### src/rtl/spi_pkg.sv
// Shared state encoding and bus constants for the byte-oriented SPI initiator.
package spi_pkg;

  typedef enum logic [2:0] {IDLE, SETUP, SHIFT, HOLD, GAP} spi_state_t;

  localparam logic SCK_IDLE = 1'b1;

endpackage

### src/rtl/spi_clk_div.sv
// SCK half-period timer: down-counter that ticks for one clk every CLK_DIV enabled cycles.
module spi_clk_div #(
  parameter int CLK_DIV = 4
) (
  input  logic clk,
  input  logic rst_n,
  input  logic en,
  output logic tick
);

  localparam int CW = (CLK_DIV > 2) ? $clog2(CLK_DIV) : 1;

  logic [CW-1:0] cnt;

  // zero means "reload"; the sequence 0, CLK_DIV-1 .. 1 gives exactly CLK_DIV cycles per tick
  assign tick = en && (cnt == CW'(1));

  always_ff @(posedge clk or negedge rst_n) begin
    if (!rst_n) begin
      cnt <= '0;
    end else if (!en) begin
      cnt <= '0;
    end else if (cnt == '0) begin
      cnt <= CW'(CLK_DIV - 1);
    end else begin
      cnt <= cnt - CW'(1);
    end
  end

endmodule

### src/rtl/spi_master_byte.sv
// SPI initiator (SCK idles high, MOSI on falling edge, MISO on rising edge, MSB first).
// Optional burst mode keeping csn low between same-target words: SPI_MASTER_CS_HOLD_EN.
//
// state | meaning
// IDLE  | tx_ready high, waiting for a word
// SETUP | csn asserted, SCK high for CLK_DIV cycles
// SHIFT | SCK toggling, DATA_WIDTH full periods
// HOLD  | rx_valid issued, csn still low for CLK_DIV cycles
// GAP   | csn high for CLK_DIV cycles before the next word
module spi_master_byte
  import spi_pkg::*;
#(
  parameter int DATA_WIDTH = 8,
  parameter int CLK_DIV    = 4,
  parameter int NUM_CS     = 4
) (
  input  logic                                            clk,
  input  logic                                            rst_n,
  input  logic                                            tx_valid,
  output logic                                            tx_ready,
  input  logic [DATA_WIDTH-1:0]                           tx_data,
  input  logic [((NUM_CS > 1) ? $clog2(NUM_CS) : 1)-1:0] tx_cs,
  output logic                                            rx_valid,
  output logic [DATA_WIDTH-1:0]                           rx_data,
  output logic                                            busy,
  output logic                                            SCK,
  output logic                                            MOSI,
  input  logic                                            MISO,
  output logic [NUM_CS-1:0]                               csn
);

  localparam int BCW = $clog2(DATA_WIDTH + 1);

  generate
    if (CLK_DIV < 2) begin : g_bad_div
      $error("spi_master_byte: CLK_DIV must be >= 2");
    end
  endgenerate

  spi_state_t            state, state_nxt;
  logic                  tick;
  logic                  accept, burst;
  logic [BCW-1:0]        bit_cnt;
  logic [DATA_WIDTH-1:0] tx_sh, rx_sh;
  logic [NUM_CS-1:0]     cs_dec;
`ifdef SPI_MASTER_CS_HOLD_EN
  logic [((NUM_CS > 1) ? $clog2(NUM_CS) : 1)-1:0] cs_q;
`endif

  spi_clk_div #(.CLK_DIV(CLK_DIV)) u_clk_div (
    .clk   (clk),
    .rst_n (rst_n),
    .en    (busy),
    .tick  (tick)
  );

  assign busy = (state != IDLE);

  // an out-of-range index selects nothing, yet the transfer still runs
  always_comb begin
    cs_dec = '1;
    for (int i = 0; i < NUM_CS; i++) begin
      cs_dec[i] = (int'(tx_cs) != i);
    end
  end

  always_comb begin
    state_nxt = state;
    tx_ready  = 1'b0;
    accept    = 1'b0;
    burst     = 1'b0;
    case (state)
      IDLE: begin
        tx_ready = 1'b1;
        if (tx_valid) begin
          accept    = 1'b1;
          state_nxt = SETUP;
        end
      end
      SETUP: if (tick) state_nxt = SHIFT;
      SHIFT: if (tick && !SCK && bit_cnt == BCW'(DATA_WIDTH - 1)) state_nxt = HOLD;
      HOLD: begin
        if (tick) begin
          state_nxt = GAP;
`ifdef SPI_MASTER_CS_HOLD_EN
          tx_ready = 1'b1;
          if (tx_valid && tx_cs == cs_q) begin
            burst     = 1'b1;
            state_nxt = SHIFT;
          end
`endif
        end
      end
      GAP:     if (tick) state_nxt = IDLE;
      default: state_nxt = IDLE;
    endcase
  end

  always_ff @(posedge clk or negedge rst_n) begin
    if (!rst_n) begin
      state <= IDLE;
    end else begin
      state <= state_nxt;
    end
  end

  always_ff @(posedge clk or negedge rst_n) begin
    if (!rst_n) begin
      bit_cnt  <= '0;
      tx_sh    <= '0;
      rx_sh    <= '0;
      rx_valid <= 1'b0;
      rx_data  <= '0;
      SCK      <= SCK_IDLE;
      MOSI     <= 1'b0;
      csn      <= '1;
`ifdef SPI_MASTER_CS_HOLD_EN
      cs_q     <= '0;
`endif
    end else begin
      rx_valid <= 1'b0;
      if (accept) begin
        tx_sh   <= tx_data;
        bit_cnt <= '0;
        csn     <= cs_dec;
`ifdef SPI_MASTER_CS_HOLD_EN
        cs_q    <= tx_cs;
`endif
      end
      if (burst) begin
        tx_sh   <= tx_data;
        bit_cnt <= '0;
      end
      if (state == SHIFT && tick) begin
        if (SCK) begin
          SCK   <= 1'b0;
          MOSI  <= tx_sh[DATA_WIDTH-1];
          tx_sh <= tx_sh << 1;
        end else begin
          SCK     <= 1'b1;
          rx_sh   <= DATA_WIDTH'({rx_sh, MISO});
          bit_cnt <= bit_cnt + BCW'(1);
        end
      end
      // first HOLD cycle: the last rising edge has just shifted in the final bit
      if (state == HOLD && bit_cnt == BCW'(DATA_WIDTH)) begin
        rx_valid <= 1'b1;
        rx_data  <= rx_sh;
        bit_cnt  <= '0;
      end
      if (state == HOLD && tick && !burst) begin
        csn <= '1;
      end
    end
  end

endmodule
### config.mk
export PLATFORM = sky130hd
export DESIGN_NAME = spi_master_byte
export DESIGN_NICKNAME = d
export VERILOG_FILES = /design/src/rtl/spi_pkg.sv /design/src/rtl/spi_clk_div.sv /design/src/rtl/spi_master_byte.sv
export SDC_FILE = /design/constraint.sdc
export NUM_CORES = 1
export LEC_CHECK = 0
export ABC_AREA = 1
export BUFFER_PORTS_ARGS = -buffer_cell sky130_fd_sc_hd__buf_2
export CORE_MARGIN = 2
export CORE_UTILIZATION = 40
export DETAILED_ROUTE_END_ITERATION = 12
export GPL_TIMING_DRIVEN = 1
export PLACE_DENSITY = 0.64
export SLEW_MARGIN = 20
export SYNTH_ARGS = -nofsm -noshare
export SYNTH_HDL_FRONTEND = slang
export SYNTH_HIERARCHICAL = 1
export SYNTH_SLANG_ARGS = --single-unit
### constraint.sdc
create_clock -name clk -period 2 [get_ports clk]
set_input_delay 0.1 -clock clk [delete_from_list [all_inputs] [get_ports clk]]
set_output_delay 0.1 -clock clk [all_outputs]
set_load 0.02 [all_outputs]
# Yosys cells after proc, flatten, opt, wreduce, memory -nomap -nowiden
# Index checks and enable logic that the tools add are counted.
dict set report classes {
  n_lt_le_gt_ge 0
  eq_ne 15
  multipliers 0
  n_shift 0
  div 0
  bitwise_logic 1
  muxes 22
  addsub 2
  reduce_logical 15
}
# cell n
set op_table {}
lappend op_table {{two-way mux 4 bit} 6}
lappend op_table {{two-way mux 8 bit} 3}
lappend op_table {{two-way mux 3 bit} 5}
lappend op_table {{case mux 3 bit (5 select lines)} 1}
lappend op_table {{!= test 2 bit, second input constant} 7}
lappend op_table {{equality test 3 x 2 -> 1 bit, second input constant} 2}
lappend op_table {{logical AND 1 bit} 6}
lappend op_table {{two-way mux 1 bit} 5}
lappend op_table {{AND reduction 5 bit} 1}
lappend op_table {{adder 4 x 1 -> 4 bit, second input constant} 1}
lappend op_table {{equality test 4 x 3 -> 1 bit, second input constant} 1}
lappend op_table {{equality test 4 bit, second input constant} 1}
lappend op_table {{two-way mux 2 bit} 2}
lappend op_table {{AND reduction 2 bit} 2}
lappend op_table {{nonzero test 2 bit} 2}
lappend op_table {{equality test 3 x 1 -> 1 bit, second input constant} 1}
lappend op_table {{equality test 3 bit, second input constant} 1}
lappend op_table {{zero test 3 bit} 1}
lappend op_table {{nonzero test 3 bit} 1}
lappend op_table {{equality test 2 x 1 -> 1 bit, second input constant} 1}
lappend op_table {{zero test 2 bit} 1}
lappend op_table {{!= test 2 x 1 -> 1 bit, second input constant} 1}
lappend op_table {{subtractor 2 x 1 -> 2 bit, second input constant} 1}
lappend op_table {{zero test 1 bit} 1}
lappend op_table {{inverter 1 bit} 1}
dict set report totals {
  register_bits 40
  latchBits 0
  ramBits 0
  output_inout_bits 17
  memories 0
  inputBits 14
  romBits 0
}

# Depth between registers and ports, before layout
# Gate-level depths: netlist (run 1).
dict set report logic_depth {
  depth_word 6
  depth_mapped 10
  mapped_depth_nobuf 10
}

# Cells and area by module
# Netlist (run 1), hierarchy kept.
# module area_per_inst_um2 seq_area_each_um2 instances cells_per_inst
set modules_own_cells {}
lappend modules_own_cells {spi_master_byte 1778.0 957.2 1 200}
lappend modules_own_cells {spi_clk_div 110.1 50.0 1 12}

# Least setup slack after synthesis (run 1)
# OpenSTA, ideal clock, no wires.
dict set report synth_path {
  path_type {register to register}
  from {register state[1]}
  to {register tx_sh[6]}
  t_arrival_ns 1.481
  setup_slack_ns 0.395
  stages_incl_launch_ff 11
  path_cell_list {dfrtp_1 > inv_1 > nand2_1 > nand2_1 > inv_1 > inv_1 > nor2_4 > nand2_2 > buf_4 > o211ai_2 > o21ai_1}
}
dict set report synth_between {
  word_cells_on_any_way 9
}
# element line_no
set synth_rtl {}
lappend synth_rtl {{from (decl)} spi_master_byte.sv:40} ;# spi_state_t state, state_nxt;
lappend synth_rtl {{from (signal assigned)} spi_master_byte.sv:103} ;# state <= state_nxt;
lappend synth_rtl {{nonzero test 3 bit} spi_master_byte.sv:57} ;# assign busy = (state != IDLE);
lappend synth_rtl {{net busy} spi_master_byte.sv:25} ;# output logic busy,
lappend synth_rtl {{logical AND 1 bit} spi_clk_div.sv:16} ;# assign tick = en && (cnt == CW'(1));
lappend synth_rtl {{net tick} spi_master_byte.sv:41} ;# logic tick;
lappend synth_rtl {{logical AND 1 bit} spi_master_byte.sv:134} ;# if (state == SHIFT && tick) begin
lappend synth_rtl {{two-way mux 8 bit} spi_master_byte.sv:134}
lappend synth_rtl {{to (signal assigned)} spi_master_byte.sv:123} ;# tx_sh <= tx_data;
lappend synth_rtl {{to (signal assigned)} spi_master_byte.sv:131} ;# tx_sh <= tx_data;
lappend synth_rtl {{to (signal assigned)} spi_master_byte.sv:138} ;# tx_sh <= tx_sh << 1;
lappend synth_rtl {{to (decl)} spi_master_byte.sv:44} ;# logic [DATA_WIDTH-1:0] tx_sh, rx_sh;
# The timed path passes the listed nets, and every way through them passes these cells.
# A chain may end at the register's enable or synchronous reset.

# Worst setup path after layout (run 1)
dict set report layout_path {
  from {register state[1]}
  to {register tx_sh[4]}
}
dict set report layout_between {
  word_cells_on_any_way 9
}
# element line_no
set layout_rtl {}
lappend layout_rtl {{nonzero test 3 bit} spi_master_byte.sv:57}
lappend layout_rtl {{logical AND 1 bit} spi_clk_div.sv:16}
lappend layout_rtl {{net tick} spi_master_byte.sv:41}
lappend layout_rtl {{logical AND 1 bit} spi_master_byte.sv:134}
lappend layout_rtl {{two-way mux 8 bit} spi_master_byte.sv:134}
# The timed path passes the listed nets, and every way through them passes these cells.

==> flow_summary.toml, run 1 <==
[outcome]
outcome = "finished, final reports clean"

[layout]
diodes = 0
multiInputGateArea_sq_um = 699.4
drive_gt1_share_pct = 24.39
n_fill_cell = 434
seq_area_sq_um = 1007
nNetsFinal = 263
syn2layout_area_growth_pct = 14.65
fin_util_pct = 48.71

[logic_synthesis]
yosys-top-cells-area = "dfrtp_1 46%, nand2_1 9.1%, dfstp_2 7.0%"
yosys.area.top_type_share_pct = 46.39
synthDistinctLibCells = 26
synth_ff_type = "dfrtp_1"
synthesis.nets = 230
synth_area_per_cell_sq_um = 8.906
syn_area_sq_um = 1888
yosysMostFrequentCell = "nand2_1"
async_reset_ff_share_pct = 100.0
yosysSeqAreaShare_pct = 53.35
synth_top_cell_by_area = "dfrtp_1"
synth_edf_count = 0
ys_ff_latch = 40
ys.warnings.count = 6
syn_inst = 212
synth_common_cells = "46 x nand2_1, 35 x dfrtp_1, 35 x inv_1"

[timing]
hold_slack_ns = 0.07595
fin_tns_setup_ns = 0
tightest_slew_ns = 0.4985
fin_crit_sh_pct = 85.30
finalCriticalPeriod_ns = 1.706
slew_headroom_pct = 66.77
fin_skew_ns = 0.004760
hold_viol = 0
timing.final.ws_setup_ns = 0.2941
drv_slew = 0
final-setup-viol-count = 0
fmax_ghz = 0.5862
rsz0062_at_grt = "false"

[placed_design]
hpwl_microns = 2255
post-place-ws_ns = 0.2250
io_buffers = 30
gp_congestion = 0.8183

[floorplan]
start_util_pct = 42.48
die_h_microns = 72.71
core_sq_um = 4444
chipWidth_microns = 72.71
num_io_pins = 31
dieArea_sq_um = 5286
num_rows = 24

[cts]
max-clock-path-buffers = 2
insertion_delay_ns = 0.29
cts_setup_buffers = 0
cts_tree = "done"
cts_num_sinks = 40
cts_buffers = 5
clk_pin_slew_ns = 0.08
h-tree-depth = 2
root_buffer = "clkbuf_8"

[global_routing]
antenna_found_initial = 0
track_usage_pct = 13.94
grt_max_degree = 41
grt_pass1_vias = 1280
grt_pass1_wl_microns = 5727
grt_overflow = 0

[worst_setup_path]
critPathRequiredTime_ns = 2.17
start_kind = "flip-flop"
crit_path_cell_trace = "inv_1, nand2_1, nand2_1, inv_1, inv_1, nor2_4, nand2_2, o211ai_1, o21ai_1"
cp_top_family = "simple AND/OR/NAND/NOR gates"
cp_slowest_cell = "dfrtp_1"
cp_max_fo = 17
crit_path_frequent_cell = "inv_1"
critPathMaxStageDelay_ns = 0.44
cp-end-kind = "flip-flop"
worstSetupPathType = "flip-flop to flip-flop"
worstPathArrival_ns = 1.87
worst-path-buf-inv = 3

[detailed_routing]
dr.pass1.iters = 4
drc_errors = 0
routed_wl_microns = 3296
drtIter0Drc = 51
viasPerCell = 4.718
vias = 1406
wl_per_cell_microns = 11.06
ant_nets = 0

[power_and_ir_drop]
power.leakage_uw = 0.001196
power_density_nw_per_um2 = 653.0
ir_drop_mv = 0.3382

[hold_path]
hold_class = "primary input to flip-flop"

[flow_run]
cap_violations = 0
## path summary, 6_finish.rpt
| check | start | end | slack [ns] | depth (start not counted) |
|---|---|---|---|---|
| worst min-delay path | MISO | rx_sh[0] | 0.08 | 3 |
| worst max register to register | state[1] | tx_sh[4] | 0.29 | 9 |
| max in group asynchronous | rst_n | csn[0] | 1.24 | 3 |
| worst min register to register | rx_data[7] | rx_data[7] | 0.48 | 2 |
| worst max-delay path | state[1] | tx_sh[4] | 0.29 | 9 |
| min in group asynchronous | rst_n | u_clk_div/cnt[0] | 0.39 | 3 |
## placed cells by master, fill, tap and decap left out
cell type,count
a21oi_2,1
inv_1,35
clkbuf_1,2
nor3_1,4
nor2_4,3
inv_2,1
buf_2,30
o211ai_1,6
nand2_4,1
or2_2,1
nor2_1,15
clkbuf_8,6
o21ai_1,16
ha_1,4
dfrtp_1,35
o211ai_2,1
nand4_1,1
nand3_2,1
xnor2_1,1
a21oi_1,5
nand2_2,2
buf_4,1
o21ai_2,7
dlygate4sd3_1,1
dfstp_2,5
nand3_1,10
xor2_1,1
o21ai_0,4
nand2_1,46
## layout make-up
class	instances	share of cell area (%)
inverters	36	6.243
well taps	52	3.006
flip-flops and latches	40	46.53
clock buffers	8	4.162
repair buffers	32	7.746
multi-input cells	130	32.31
## stage by stage
| step | total power [uW] | instance area [sq um] | instances |
|---|---|---|---|
| final | 1414 | 2165 | 298 |
| after global routing | 1483 | 2165 | 298 |
| after CTS | 1441 | 2160 | 298 |
| after detailed placement | 880.7 | 2059 | 289 |
| after global placement | 880.2 | 2059 | 289 |
| after floorplan | 846.2 | 1888 | 212 |
## worst min-delay path, stage by stage
cell and delay [ns]:
buf_2 0.08, nor2_1 0.04, a21oi_1 0.11
## what timing repair did
action / 4_1_cts / 5_1_grt
endpoints found under the hold margin: 35 / 0
setup endpoints to repair: 0 / 2
resized for setup: 0 / 1
hold buffers: 1 / 0
## flip-flops by register name, indices dropped and copies added, names as in the netlist
| register | count |
|---|---|
| rx_data | 8 |
| bit_cnt | 4 |
| tx_sh | 8 |
| MOSI | 1 |
| rx_valid | 1 |
| state | 3 |
| rx_sh | 8 |
| SCK | 1 |
| u_clk_div/cnt | 2 |
| csn | 4 |
## report_power, final
group	internal [uW]	switching (uW)	leakage (uW)	total, uW
registers	816	3.68	0.000489	820
logic	15.9	29.5	0.000661	45.4
clock network	281	267	0.0000455	548
total	1110	300	0.00120	1410
## layer usage
metal  GRT usage (%)  vias up  share of wire [%]
met1           19.06      643                 51
met2           20.71       24                 44
met5               0        -                  0
met4           5.556        0                1.0
li1                -      735                  -
met3           4.282        4                4.2
## kinds of logic (layout without fill, tap and decap cells)
logic type	after synthesis	count (layout)	share of synthesized area, %
buffers and inverters	42	76	9.874
flip-flops	40	40	53.35
XOR/XNOR	2	2	0.9279
adder cells (fa/ha/maj)	4	4	2.651
AND/OR/NAND/NOR	84	84	19.82
AO/OA/AOI/OAI	40	40	13.39
No activity file was read; power rests on OpenSTA's default activity.
==> run 2: changes to the inputs <==
--- a/config.mk
+++ b/config.mk
@@ -12,6 +12,7 @@
 export DETAILED_ROUTE_END_ITERATION = 12
 export GPL_TIMING_DRIVEN = 1
 export PLACE_DENSITY = 0.64
+export SETUP_SLACK_MARGIN = 0.5
 export SLEW_MARGIN = 20
 export SYNTH_ARGS = -nofsm -noshare
 export SYNTH_HDL_FRONTEND = slang
==> run 2 against run 1 <==
Effect of this change: combinational power rose by 5.9%; critical path depth stayed put; hold slack worse by 0.013 ns; critical endpoint is now bit_cnt[3]; largest power group unchanged.
==> flow_summary.toml, run 2 (same netlist as run 1, synthesis figures left out) <==
[outcome]
outcome = "finished, final reports clean"

[worst_setup_path]
worstPathArrival_ns = 1.64
r2r_setup_slack_ns = 0.55
worstSetupPathType = "flip-flop to flip-flop"
start_kind = "flip-flop"
critPathRequiredTime_ns = 2.18
worstReg2RegStart = "u_clk_div/cnt[0]"
r2r-end = "bit_cnt[3]"
cp_max_fo = 12
cp-end-kind = "flip-flop"
reg2reg_depth = 9

[detailed_routing]
drtIter0Drc = 80
viasPerCell = 4.806
vias = 1514
wl_per_cell_microns = 12.46
routed_wl_microns = 3925
drc_errors = 0
dr.pass1.iters = 4
ant_nets = 0

[cts]
cts_buffers = 5
cts_tree = "done"
root_buffer = "clkbuf_8"
cts_num_sinks = 40
max-clock-path-buffers = 2
h-tree-depth = 2
insertion_delay_ns = 0.29
clk_pin_slew_ns = 0.08

[power_and_ir_drop]
ir_drop_mv = 0.4169
p_sw_uw = 311.1
power_density_nw_per_um2 = 588.5
clockPowerShare_pct = 38.8
power.leakage_uw = 0.001269
internal_power_uw = 1107
sw_frac_of_total_pct = 21.94
pwr-share-comb_pct = 3.4
seqPwrFrac_pct = 57.8

[layout]
layout_common_cells = "42 x nand2_1, 35 x dfrtp_1, 30 x inv_1, 30 x buf_2, 16 x o21ai_1"
fin_util_pct = 54.22
diodes = 0
layout_commonest_cell = "nand2_1"
syn2layout_area_growth_pct = 27.63
nNetsFinal = 280
largestRegisters = "rx_data (8), rx_sh (8), tx_sh (8)"
drive_gt1_share_pct = 34.98

[global_routing]
track_usage_pct = 14.21
grt_max_degree = 39
antenna_found_initial = 0
grt_overflow = 0
grt_pass1_vias = 1359
grt_pass1_wl_microns = 5809

[floorplan]
die_h_microns = 72.71
core_sq_um = 4444
start_util_pct = 42.48
dieArea_sq_um = 5286
chipWidth_microns = 72.71
num_io_pins = 31
num_rows = 24

[timing]
finalCriticalPeriod_ns = 1.451
fin_crit_sh_pct = 72.57
fmax_ghz = 0.6889
drv_slew = 0
tightest_slew_ns = 0.8481
hold_viol = 0
slew_headroom_pct = 43.46
fin_tns_setup_ns = 0
rsz0062_at_grt = "false"
fin_skew_ns = 0.002390
final-setup-viol-count = 0

[placed_design]
io_buffers = 30
gp_congestion = 0.8320
hpwl_microns = 2226

[hold_path]
hp-start = "MISO"
hold_class = "primary input to flip-flop"
holdPathStages = 3
min_to = "rx_sh[0]"

[flow_run]
cap_violations = 0
==> run 2: cell count changes in the layout (fill, tap and decap cells not counted), moves of 3 or more <==
cell / change
nand2_1: -4
nand2_4: +4
inv_1: -5
buf_4: +9
inv_2: +3
buf_6: +3
==> run 2: critical path, cell delays in order, from the launching register on <==
cell and delay, ns:
dfrtp_1 0.44, ha_4 0.16, nand2_2 0.05, inv_2 0.07, inv_2 0.06, nor2_4 0.12, buf_6 0.14, nand2_8 0.09
o21ai_0 0.17, nor2_1 0.05
==> run 2: worst max-delay path by stage <==
stage / startpoint / to / slack [ns] / cells after the start
floorplan: state[1] / tx_sh[6] / 0.51 / 10
global placement: state[1] / bit_cnt[3] / 0.34 / 9
detailed placement: state[1] / bit_cnt[3] / 0.31 / 9
CTS: u_clk_div/cnt[1] / tx_sh[5] / 0.50 / 9
global route: u_clk_div/cnt[0] / tx_sh[5] / 0.45 / 9
finish: u_clk_div/cnt[0] / bit_cnt[3] / 0.55 / 9
==> run 2: metal layers <==
metal | GRT usage (%) | part of all wire (%)
met1 | 18.81 | 48
met2 | 21.82 | 47
met3 | 3.591 | 3.2
met4 | 6.790 | 1.7
met5 | 0 | 0
==> run 2: final cells by class <==
type                    instances  area, sq um
fillers                       410         2034
flip-flops and latches         40         1007
multi-input cells             135        835.8
repair buffers                 44        269.0
inverters                      36        140.1
clock buffers                   6        82.58
well taps                      52        65.06
clock inverters                 2        10.01
==> run 2: what timing repair did <==
item / in CTS / in global routing
pin swaps: 3 / 8
hold buffers: 1 / 0
cloned: 0 / 5
resized for setup: 4 / 22
endpoints found under the hold margin: 35 / 0
buffers inserted: 4 / 8
endpoints found under the setup margin: 26 / 32
==> run 2: power groups by stage <==
stage	combinational (uW)	sequential, uW	clock [uW]
2_1_floorplan	12.0	834	0
3_3_place_gp	45.3	835	0
3_5_place_dp	45.7	835	0
4_1_cts	47.7	819	568
5_1_grt	56.4	820	597
6_report	48.1	819	551
==> run 2: per-stage QoR <==
step                hold WS (ns)  cell area (sq um)  total power (uW)  instances  setup slack, ns
CTS                      0.05771               2226              1435        302           0.4987
detailed placement        0.2503               2067             880.6        289           0.3074
finish                   0.06263               2410              1418        315           0.5485
global route              0.1008               2410              1474        315           0.4550
global placement          0.2508               2067             880.0        289           0.3428
floorplan                -0.1956               1896             846.2        212           0.5065
